`config.mk`:
```
export PLATFORM = sky130hd
export DESIGN_NAME = opb_register_simulink2ppc_snap_flat
export DESIGN_NICKNAME = d
export VERILOG_FILES = /design/src/rtl/opb_register_simulink2ppc_snap_if.sv /design/src/rtl/opb_register_simulink2ppc_snap.sv /design/src/flat_wrapper.sv
export SDC_FILE = /design/constraint.sdc
export NUM_CORES = 1
export LEC_CHECK = 0
export ABC_AREA = 1
export BUFFER_PORTS_ARGS = -buffer_cell sky130_fd_sc_hd__buf_2
export CORE_ASPECT_RATIO = 1.4
export CORE_UTILIZATION = 52
export CTS_BUF_LIST = sky130_fd_sc_hd__clkbuf_2 sky130_fd_sc_hd__clkbuf_4 sky130_fd_sc_hd__clkbuf_8
export DETAILED_ROUTE_END_ITERATION = 8
export PLACE_DENSITY_LB_ADDON = 0.12
export SYNTH_ARGS = -nofsm -noshare
export SYNTH_HDL_FRONTEND = slang
export SYNTH_SLANG_ARGS = --single-unit
```
`constraint.sdc`:
```
create_clock -name OPB_Clk -period 2.8 [get_ports OPB_Clk]
set_input_delay 0.28 -clock OPB_Clk [delete_from_list [all_inputs] [get_ports OPB_Clk]]
set_output_delay 0.28 -clock OPB_Clk [all_outputs]
set_load 0.03 [all_outputs]
```
`src/rtl/opb_register_simulink2ppc_snap_if.sv`:
```
// OPB slave-side bus bundle for the simulink2ppc snapshot register.
// Bit 0 is the MSB on every OPB vector, following OPB numbering.
interface opb_register_simulink2ppc_snap_if;
  logic [0:31] OPB_ABus;
  logic [0:3]  OPB_BE;
  logic [0:31] OPB_DBus;
  logic        OPB_RNW;
  logic        OPB_select;
  logic        OPB_seqAddr;
  logic [0:31] Sl_DBus;
  logic        Sl_xferAck;
  logic        Sl_errAck;
  logic        Sl_retry;
  logic        Sl_toutSup;

  // Handshake: a transfer is one select assertion; the slave answers with
  // exactly one Sl_xferAck pulse and drives Sl_DBus only in that cycle.
  modport slave (
    input  OPB_ABus, OPB_BE, OPB_DBus, OPB_RNW, OPB_select, OPB_seqAddr,
    output Sl_DBus, Sl_xferAck, Sl_errAck, Sl_retry, Sl_toutSup
  );
  modport master (
    output OPB_ABus, OPB_BE, OPB_DBus, OPB_RNW, OPB_select, OPB_seqAddr,
    input  Sl_DBus, Sl_xferAck, Sl_errAck, Sl_retry, Sl_toutSup
  );
endinterface

```
`src/rtl/opb_register_simulink2ppc_snap.sv`:
```
// OPB readback register: user logic posts words, the CPU reads DATA/STATUS.
// Optional macro SNAP_TIMESTAMP_EN adds a cycle-count TSTAMP at offset 0x08.
module opb_register_simulink2ppc_snap #(
  parameter logic [31:0] C_BASEADDR   = 32'h0110_8100,
  parameter logic [31:0] C_HIGHADDR   = 32'h0110_81FF,
  parameter int          C_OPB_AWIDTH = 32,
  parameter int          C_OPB_DWIDTH = 32,
  parameter string       C_FAMILY     = "virtex6"
) (
  input  logic                       OPB_Clk,
  input  logic                       OPB_Rst,
  opb_register_simulink2ppc_snap_if.slave opb,
  input  logic [31:0]                user_data_in,
  input  logic                       user_data_valid,
  output logic [1:0]                 state_dbg
);

  localparam logic [31:0] ADDR_MASK = C_HIGHADDR - C_BASEADDR;
  localparam bit unused_family = (C_FAMILY == "");

  typedef enum logic [1:0] {S_IDLE = 2'd0, S_ACK = 2'd1, S_WAIT = 2'd2} state_t;

  state_t                    state, state_nxt;
  logic [C_OPB_AWIDTH-1:0]   addr_val;
  logic [31:0]               offset;
  logic                      hit, accept, consume, status_clr, overrun;
  logic [C_OPB_DWIDTH-1:0]   rd_mux, rd_buf;
  logic [31:0]               data_q;
  logic                      new_q;
  logic [15:0]               ovr_cnt, ovr_base, ovr_nxt;
  logic                      unused_ok;

  assign unused_ok = ^{opb.OPB_seqAddr, opb.OPB_DBus, unused_family};

  assign addr_val   = opb.OPB_ABus;
  assign offset     = addr_val & ADDR_MASK;
  assign hit        = opb.OPB_select && ((addr_val & ~ADDR_MASK) == C_BASEADDR);
  assign accept     = (state == S_IDLE) && hit;
  assign consume    = accept && opb.OPB_RNW && (offset == 32'h0);
  assign status_clr = accept && !opb.OPB_RNW && (offset == 32'h4) && (|opb.OPB_BE);
  // A capture that lands on a consuming read replaces the word without loss.
  assign overrun    = user_data_valid && new_q && !consume;

`ifdef SNAP_TIMESTAMP_EN
  logic [31:0] cycle_cnt, tstamp;

  always_ff @(posedge OPB_Clk) begin
    if (OPB_Rst) begin
      cycle_cnt <= 32'h0;
      tstamp    <= 32'h0;
    end else begin
      cycle_cnt <= cycle_cnt + 32'h1;
      if (user_data_valid) tstamp <= cycle_cnt;
    end
  end
`endif

  always_comb begin
    rd_mux = '0;
    case (offset)
      32'h0: rd_mux = data_q;
      32'h4: rd_mux = {ovr_cnt, 15'h0, new_q};
`ifdef SNAP_TIMESTAMP_EN
      32'h8: rd_mux = tstamp;
`endif
      default: rd_mux = '0;
    endcase
  end

  // Clear happens before the overrun increment, so a coincident pair leaves 1.
  always_comb begin
    ovr_base = status_clr ? 16'h0 : ovr_cnt;
    ovr_nxt  = ovr_base;
    if (overrun && (ovr_base != 16'hFFFF)) ovr_nxt = ovr_base + 16'h1;
  end

  always_comb begin
    state_nxt = state;
    case (state)
      S_IDLE:  if (hit) state_nxt = S_ACK;
      S_ACK:   state_nxt = S_WAIT;
      S_WAIT:  if (!opb.OPB_select) state_nxt = S_IDLE;
      default: state_nxt = S_IDLE;
    endcase
  end

  always_ff @(posedge OPB_Clk) begin
    if (OPB_Rst) begin
      state   <= S_IDLE;
      rd_buf  <= '0;
      data_q  <= 32'h0;
      new_q   <= 1'b0;
      ovr_cnt <= 16'h0;
    end else begin
      state   <= state_nxt;
      ovr_cnt <= ovr_nxt;
      // Writes latch zero so the ack cycle drives nothing onto the wired-OR bus.
      if (accept) rd_buf <= opb.OPB_RNW ? rd_mux : '0;
      if (user_data_valid) begin
        data_q <= user_data_in;
        new_q  <= 1'b1;
      end else if (consume) begin
        new_q  <= 1'b0;
      end
    end
  end

  assign opb.Sl_xferAck = (state == S_ACK);
  assign opb.Sl_DBus    = (state == S_ACK) ? rd_buf : '0;
  assign opb.Sl_errAck  = 1'b0;
  assign opb.Sl_retry   = 1'b0;
  assign opb.Sl_toutSup = 1'b0;
  assign state_dbg      = state;

endmodule

```
`src/flat_wrapper.sv`:
```
// flat-port wrapper written by rule: the top's interface ports become plain ports
module opb_register_simulink2ppc_snap_flat 
#(
  parameter logic [31:0] C_BASEADDR   = 32'h0110_8100,
  parameter logic [31:0] C_HIGHADDR   = 32'h0110_81FF,
  parameter int          C_OPB_AWIDTH = 32,
  parameter int          C_OPB_DWIDTH = 32,
  parameter string       C_FAMILY     = "       "
)
  (OPB_Clk, OPB_Rst, user_data_in, user_data_valid, state_dbg, opb_OPB_ABus, opb_OPB_BE, opb_OPB_DBus, opb_OPB_RNW, opb_OPB_select, opb_OPB_seqAddr, opb_Sl_DBus, opb_Sl_xferAck, opb_Sl_errAck, opb_Sl_retry, opb_Sl_toutSup);
  opb_register_simulink2ppc_snap_if opb_i ();
  input  logic OPB_Clk;
  input  logic OPB_Rst;
  input  logic [31:0] user_data_in;
  input  logic user_data_valid;
  output logic [1:0] state_dbg;
  input wire logic [$bits(opb_i.OPB_ABus)-1:0] opb_OPB_ABus;
  input wire logic [$bits(opb_i.OPB_BE)-1:0] opb_OPB_BE;
  input wire logic [$bits(opb_i.OPB_DBus)-1:0] opb_OPB_DBus;
  input wire logic [$bits(opb_i.OPB_RNW)-1:0] opb_OPB_RNW;
  input wire logic [$bits(opb_i.OPB_select)-1:0] opb_OPB_select;
  input wire logic [$bits(opb_i.OPB_seqAddr)-1:0] opb_OPB_seqAddr;
  output wire logic [$bits(opb_i.Sl_DBus)-1:0] opb_Sl_DBus;
  output wire logic [$bits(opb_i.Sl_xferAck)-1:0] opb_Sl_xferAck;
  output wire logic [$bits(opb_i.Sl_errAck)-1:0] opb_Sl_errAck;
  output wire logic [$bits(opb_i.Sl_retry)-1:0] opb_Sl_retry;
  output wire logic [$bits(opb_i.Sl_toutSup)-1:0] opb_Sl_toutSup;
  assign opb_i.OPB_ABus = opb_OPB_ABus;
  assign opb_i.OPB_BE = opb_OPB_BE;
  assign opb_i.OPB_DBus = opb_OPB_DBus;
  assign opb_i.OPB_RNW = opb_OPB_RNW;
  assign opb_i.OPB_select = opb_OPB_select;
  assign opb_i.OPB_seqAddr = opb_OPB_seqAddr;
  assign opb_Sl_DBus = opb_i.Sl_DBus;
  assign opb_Sl_xferAck = opb_i.Sl_xferAck;
  assign opb_Sl_errAck = opb_i.Sl_errAck;
  assign opb_Sl_retry = opb_i.Sl_retry;
  assign opb_Sl_toutSup = opb_i.Sl_toutSup;
  opb_register_simulink2ppc_snap #(.C_BASEADDR(C_BASEADDR), .C_HIGHADDR(C_HIGHADDR), .C_OPB_AWIDTH(C_OPB_AWIDTH), .C_OPB_DWIDTH(C_OPB_DWIDTH), .C_FAMILY(C_FAMILY)) u_core (.OPB_Clk(OPB_Clk), .OPB_Rst(OPB_Rst), .opb(opb_i), .user_data_in(user_data_in), .user_data_valid(user_data_valid), .state_dbg(state_dbg));
endmodule
```
==> results by stage <==
Floorplan:
- The floorplan row count is 38.
- The boundary pin count is ~140.
- The initial cell density of the core is approximately 54%.
- The die area is between 8000 and 9000 um^2.
- The core region is ~7800 um^2.
- In this run the vertical extent of the chip is between 100 and 150 um.
- The chip width is 77.84 um.

Placed design:
- The port buffer count is roughly 110.
- The placed instances occupy a cell area of roughly 4800 um^2.
- The HPWL after detailed placement is approximately 7.0 mm.
- The global placer's final weighted congestion is 0.8292.

Final layout:
- The utilization after layout is between 60% and 70%.
- Once layout is done, the placed cells without fillers occupy approximately 5000 um^2.
- The net count of the finished layout is between 800 and 900.
- The count of fill cells added during filler insertion is 769.
- The share of layout cells above drive strength 1 is a little over a fifth.
- The synthesis-to-layout area growth is 18.20%.
- The library cell used most frequently in the layout, excluding fill and tap cells, is sky130_fd_sc_hd__nor2_1.
- The total inserted antenna cells is 0.
- Leaving out fill and tap cells, the most frequent cells in the layout are 145 x sky130_fd_sc_hd__nor2_1, 137 x sky130_fd_sc_hd__nand2_1, 107 x sky130_fd_sc_hd__buf_2.

Power and ir drop:
- The power density over cell area is about 450 nW/um^2.
- IR analysis of the VDD net gives a maximum drop of about 0.45 mV.
- For this design the static power due to leakage is about 0.0022 uW.

Clock network:
- Post-CTS repair changed the size of 0 cells.
- The number of buffers inserted to repair setup after CTS is 0.
- The total clock sinks is 83.
- After clock tree synthesis, the clock-pin slew on the worst setup and hold paths is around 90 ps.
- Buffers inserted during clock tree synthesis total 9.
- The cell at the root of the clock tree is sky130_fd_sc_hd__clkbuf_8.
- Clock latency on the worst-skew pair, taken at its later pin, is about 360 ps.
- TritonCTS built the clock tree.
- The H-tree generated during clock tree synthesis spans 3 levels.
- The number of buffers added to fix hold violations after cts is 0.
- The clock passes through at most 2 buffers.

Worst setup path:
- For the worst setup path, the data required time is 3040 ps.
- Walking the worst path, the cells encountered are inv_2, nand2_1, nor2_1, nand2_1, nor2_1, nand3_2, buf_4, nand3_1, nor2_2, nand2_4, nor2_1, nand2_1, nand2_1, nand2_1, nand2_1, nor2_1.
- The slowest cell on the critical path is sky130_fd_sc_hd__dfxtp_1.
- For the worst setup path, the data arrival time is approximately 2400 ps.
- The capturing element type of the critical path is a flop.
- The setup path with the least slack is of type flop to flop.
- The delay of the slowest cell on the worst path is 390 ps.
- The largest driver fanout on the critical path is 29.
- The kind of start point of the critical path is a flop.
- By instance count, the cell type seen most on the critical path is sky130_fd_sc_hd__nand2_1.

STA:
- The final number of hold-violating endpoints is 0.
- In the finished design, the share of the clock period the worst path needs comes to between 70% and 80%.
- The number of max-slew violations in the final report was 0.
- Clock skew on the completed layout was measured at roughly 7.9 ps.
- In the final timing run, aggregate negative setup slack is 0 ps.
- The actual slew at the worst max-slew pin is approximately 1100 ps.
- The minimum clock period is roughly 2100 ps.
- The normalized max-slew margin is a little under 30%.
- The final setup violation count is 0.
- Setup repair after global routing left no endpoint under its margin.
- The maximum clock frequency is around 470 MHz.

Yosys:
- For this run, the number of Yosys warnings is 0.
- The sequential element share of the synthesized area is roughly two fifths.
- The most frequently used flop master after synthesis is sky130_fd_sc_hd__dfxtp_1.
- The synthesized flop and latch total is 83.
- Of all flip-flops after synthesis, the portion carrying an async set or reset was 0%.
- The cell area after synthesis is approximately 4200 um^2.
- The unique cell type count in the Yosys netlist is 37.
- In this run the mean area of a mapped cell was roughly 6.5 um^2.
- The post-synthesis instance total is approximately 640.
- Yosys mapped a number of flops with a built-in enable equal to 0.

GRT:
- The number of antenna violations at the first check in global routing is 0.
- Global routing consumed, on the met2 layer, between 40 and 50% of the routing resources.
- In the global route stage, met3 resource usage came out at 4.810%.
- In this run the most used layer during global routing was met2.
- The first-pass GRT wire length is ~17 mm.
- The number of global-route vias before repair is ~4000.
- The pin count of the biggest net entering global routing is 45.
- The met1 global-route usage is between 20% and 30%.
- For this run the aggregate overflow at the end of global routing stands at 0.
- For this run, the total global-route usage over all layers was measured as between 20% and 30%.

Routing:
- The number of iterations in the first detailed-routing pass is 7.
- The number of vias per cell after detailed routing is 4.989.
- The detail route stage leaves a number of antenna-violating nets equal to 0.
- The violation count after the first detailed-routing iteration is roughly 210.
- The final layout contains routed wiring with a total length of ~10 mm.
- The detail-routed net length per standard cell is between 10 and 15 um.
- The total DRC errors in the routed layout is 0.
- Across all layers, the routed design uses 4216 vias.

Hold path:
- The class of the most critical hold timing path is input pin to flop.

Run status:
- The flow ran to the end, and the final reports show no timing, DRC or antenna violations.

Run:
- The tool flagged a number of max-cap violations equal to 0.
[per-stage QoR]
stage                     std cells  setup slack, ps  power [uW]  hold WS (ps)
after floorplan                 645            482.8        1367         414.9
after global placement          829            656.9        1440         442.3
after detailed placement        829            615.1        1447         450.8
after CTS                       845            646.2        2256         128.4
after global routing            845            404.5        2330         140.6
final                           845            663.1        2239         138.7
[area by class of cell]
type | count | area (um^2) | area share [%]
Multi-Input combinational cell | 444 | 2052 | 41.47
Sequential cell | 83 | 1662 | 33.58
Timing Repair Buffer | 115 | 595.6 | 12.04
Inverter | 87 | 326.6 | 6.599
Clock buffer | 11 | 151.4 | 3.059
Tap cell | 100 | 125.1 | 2.528
Clock inverter | 5 | 36.28 | 0.7332
[sequential cells by signal, indices dropped and copies added, names as in the netlist]
| name | count |
|---|---|
| u_core.ovr_cnt | 16 |
| u_core.state_dbg | 2 |
| u_core.rd_buf | 32 |
| u_core.new_q | 1 |
| u_core.data_q | 32 |
[logic make-up after synthesis]
group / count (synthesis) / share of synthesized area, %
buf+inv: 118 / 11.48
simple gates: 360 / 37.96
fa+ha+maj: 1 / 0.2988
flops: 83 / 39.69
other cells: 1 / 0.08957
compound gates: 77 / 9.862
xor+xnor: 3 / 0.6277
[worst max-delay path, delay by kind of cell (launching register included)]
| family | cells | cell delay [ps] |
|---|---|---|
| simple gates | 14 | 1290 |
| flops | 1 | 390 |
| buf+inv | 2 | 360 |
[where the power goes]
group / internal [uW] / switching [uW]
clock: 372 / 448
combinational: 76.5 / 108
sequential: 1220 / 19.0
[per-layer routing]
metal,vias up,part of all wire (%)
li1,2175,-
met1,1906,42
met2,117,51
met3,18,5.2
met4,0,1.8
met5,-,0
[worst paths after layout]
path	cells past startpoint	slack (ps)	startpoint	end
hold / removal	3	140	user_data_in[16]	u_core.data_q[16]$_SDFFE_PP0P_
hold reg to reg	2	460	u_core.data_q[10]$_SDFFE_PP0P_	u_core.rd_buf[10]$_SDFFE_PP0N_
setup reg to reg	16	660	u_core.state_dbg[1]$_SDFFE_PP0P_	u_core.ovr_cnt[9]$_SDFF_PP0_
setup / recovery	16	660	u_core.state_dbg[1]$_SDFFE_PP0P_	u_core.ovr_cnt[9]$_SDFF_PP0_
[cells in the mapped netlist, types with 4 or more instances]
master / number / area, um^2
sky130_fd_sc_hd__o21ai_1: 5 / 25.02
sky130_fd_sc_hd__buf_4: 4 / 30.03
sky130_fd_sc_hd__a31oi_1: 17 / 106.4
sky130_fd_sc_hd__nand3b_1: 5 / 37.54
sky130_fd_sc_hd__nor3_1: 6 / 30.03
sky130_fd_sc_hd__clkbuf_1: 16 / 60.06
sky130_fd_sc_hd__nand2_1: 137 / 514.2
sky130_fd_sc_hd__o21ai_0: 34 / 170.2
sky130_fd_sc_hd__buf_2: 4 / 20.02
sky130_fd_sc_hd__dfxtp_1: 83 / 1662
sky130_fd_sc_hd__nand3_2: 7 / 70.07
sky130_fd_sc_hd__inv_2: 4 / 15.01
sky130_fd_sc_hd__buf_1: 5 / 18.77
sky130_fd_sc_hd__nor2_2: 7 / 43.79
sky130_fd_sc_hd__a21oi_1: 19 / 95.09
sky130_fd_sc_hd__nand3_1: 35 / 175.2
sky130_fd_sc_hd__nor2_1: 145 / 544.3
sky130_fd_sc_hd__inv_1: 82 / 307.8
Note: power is estimated with default switching activity, not from simulation.
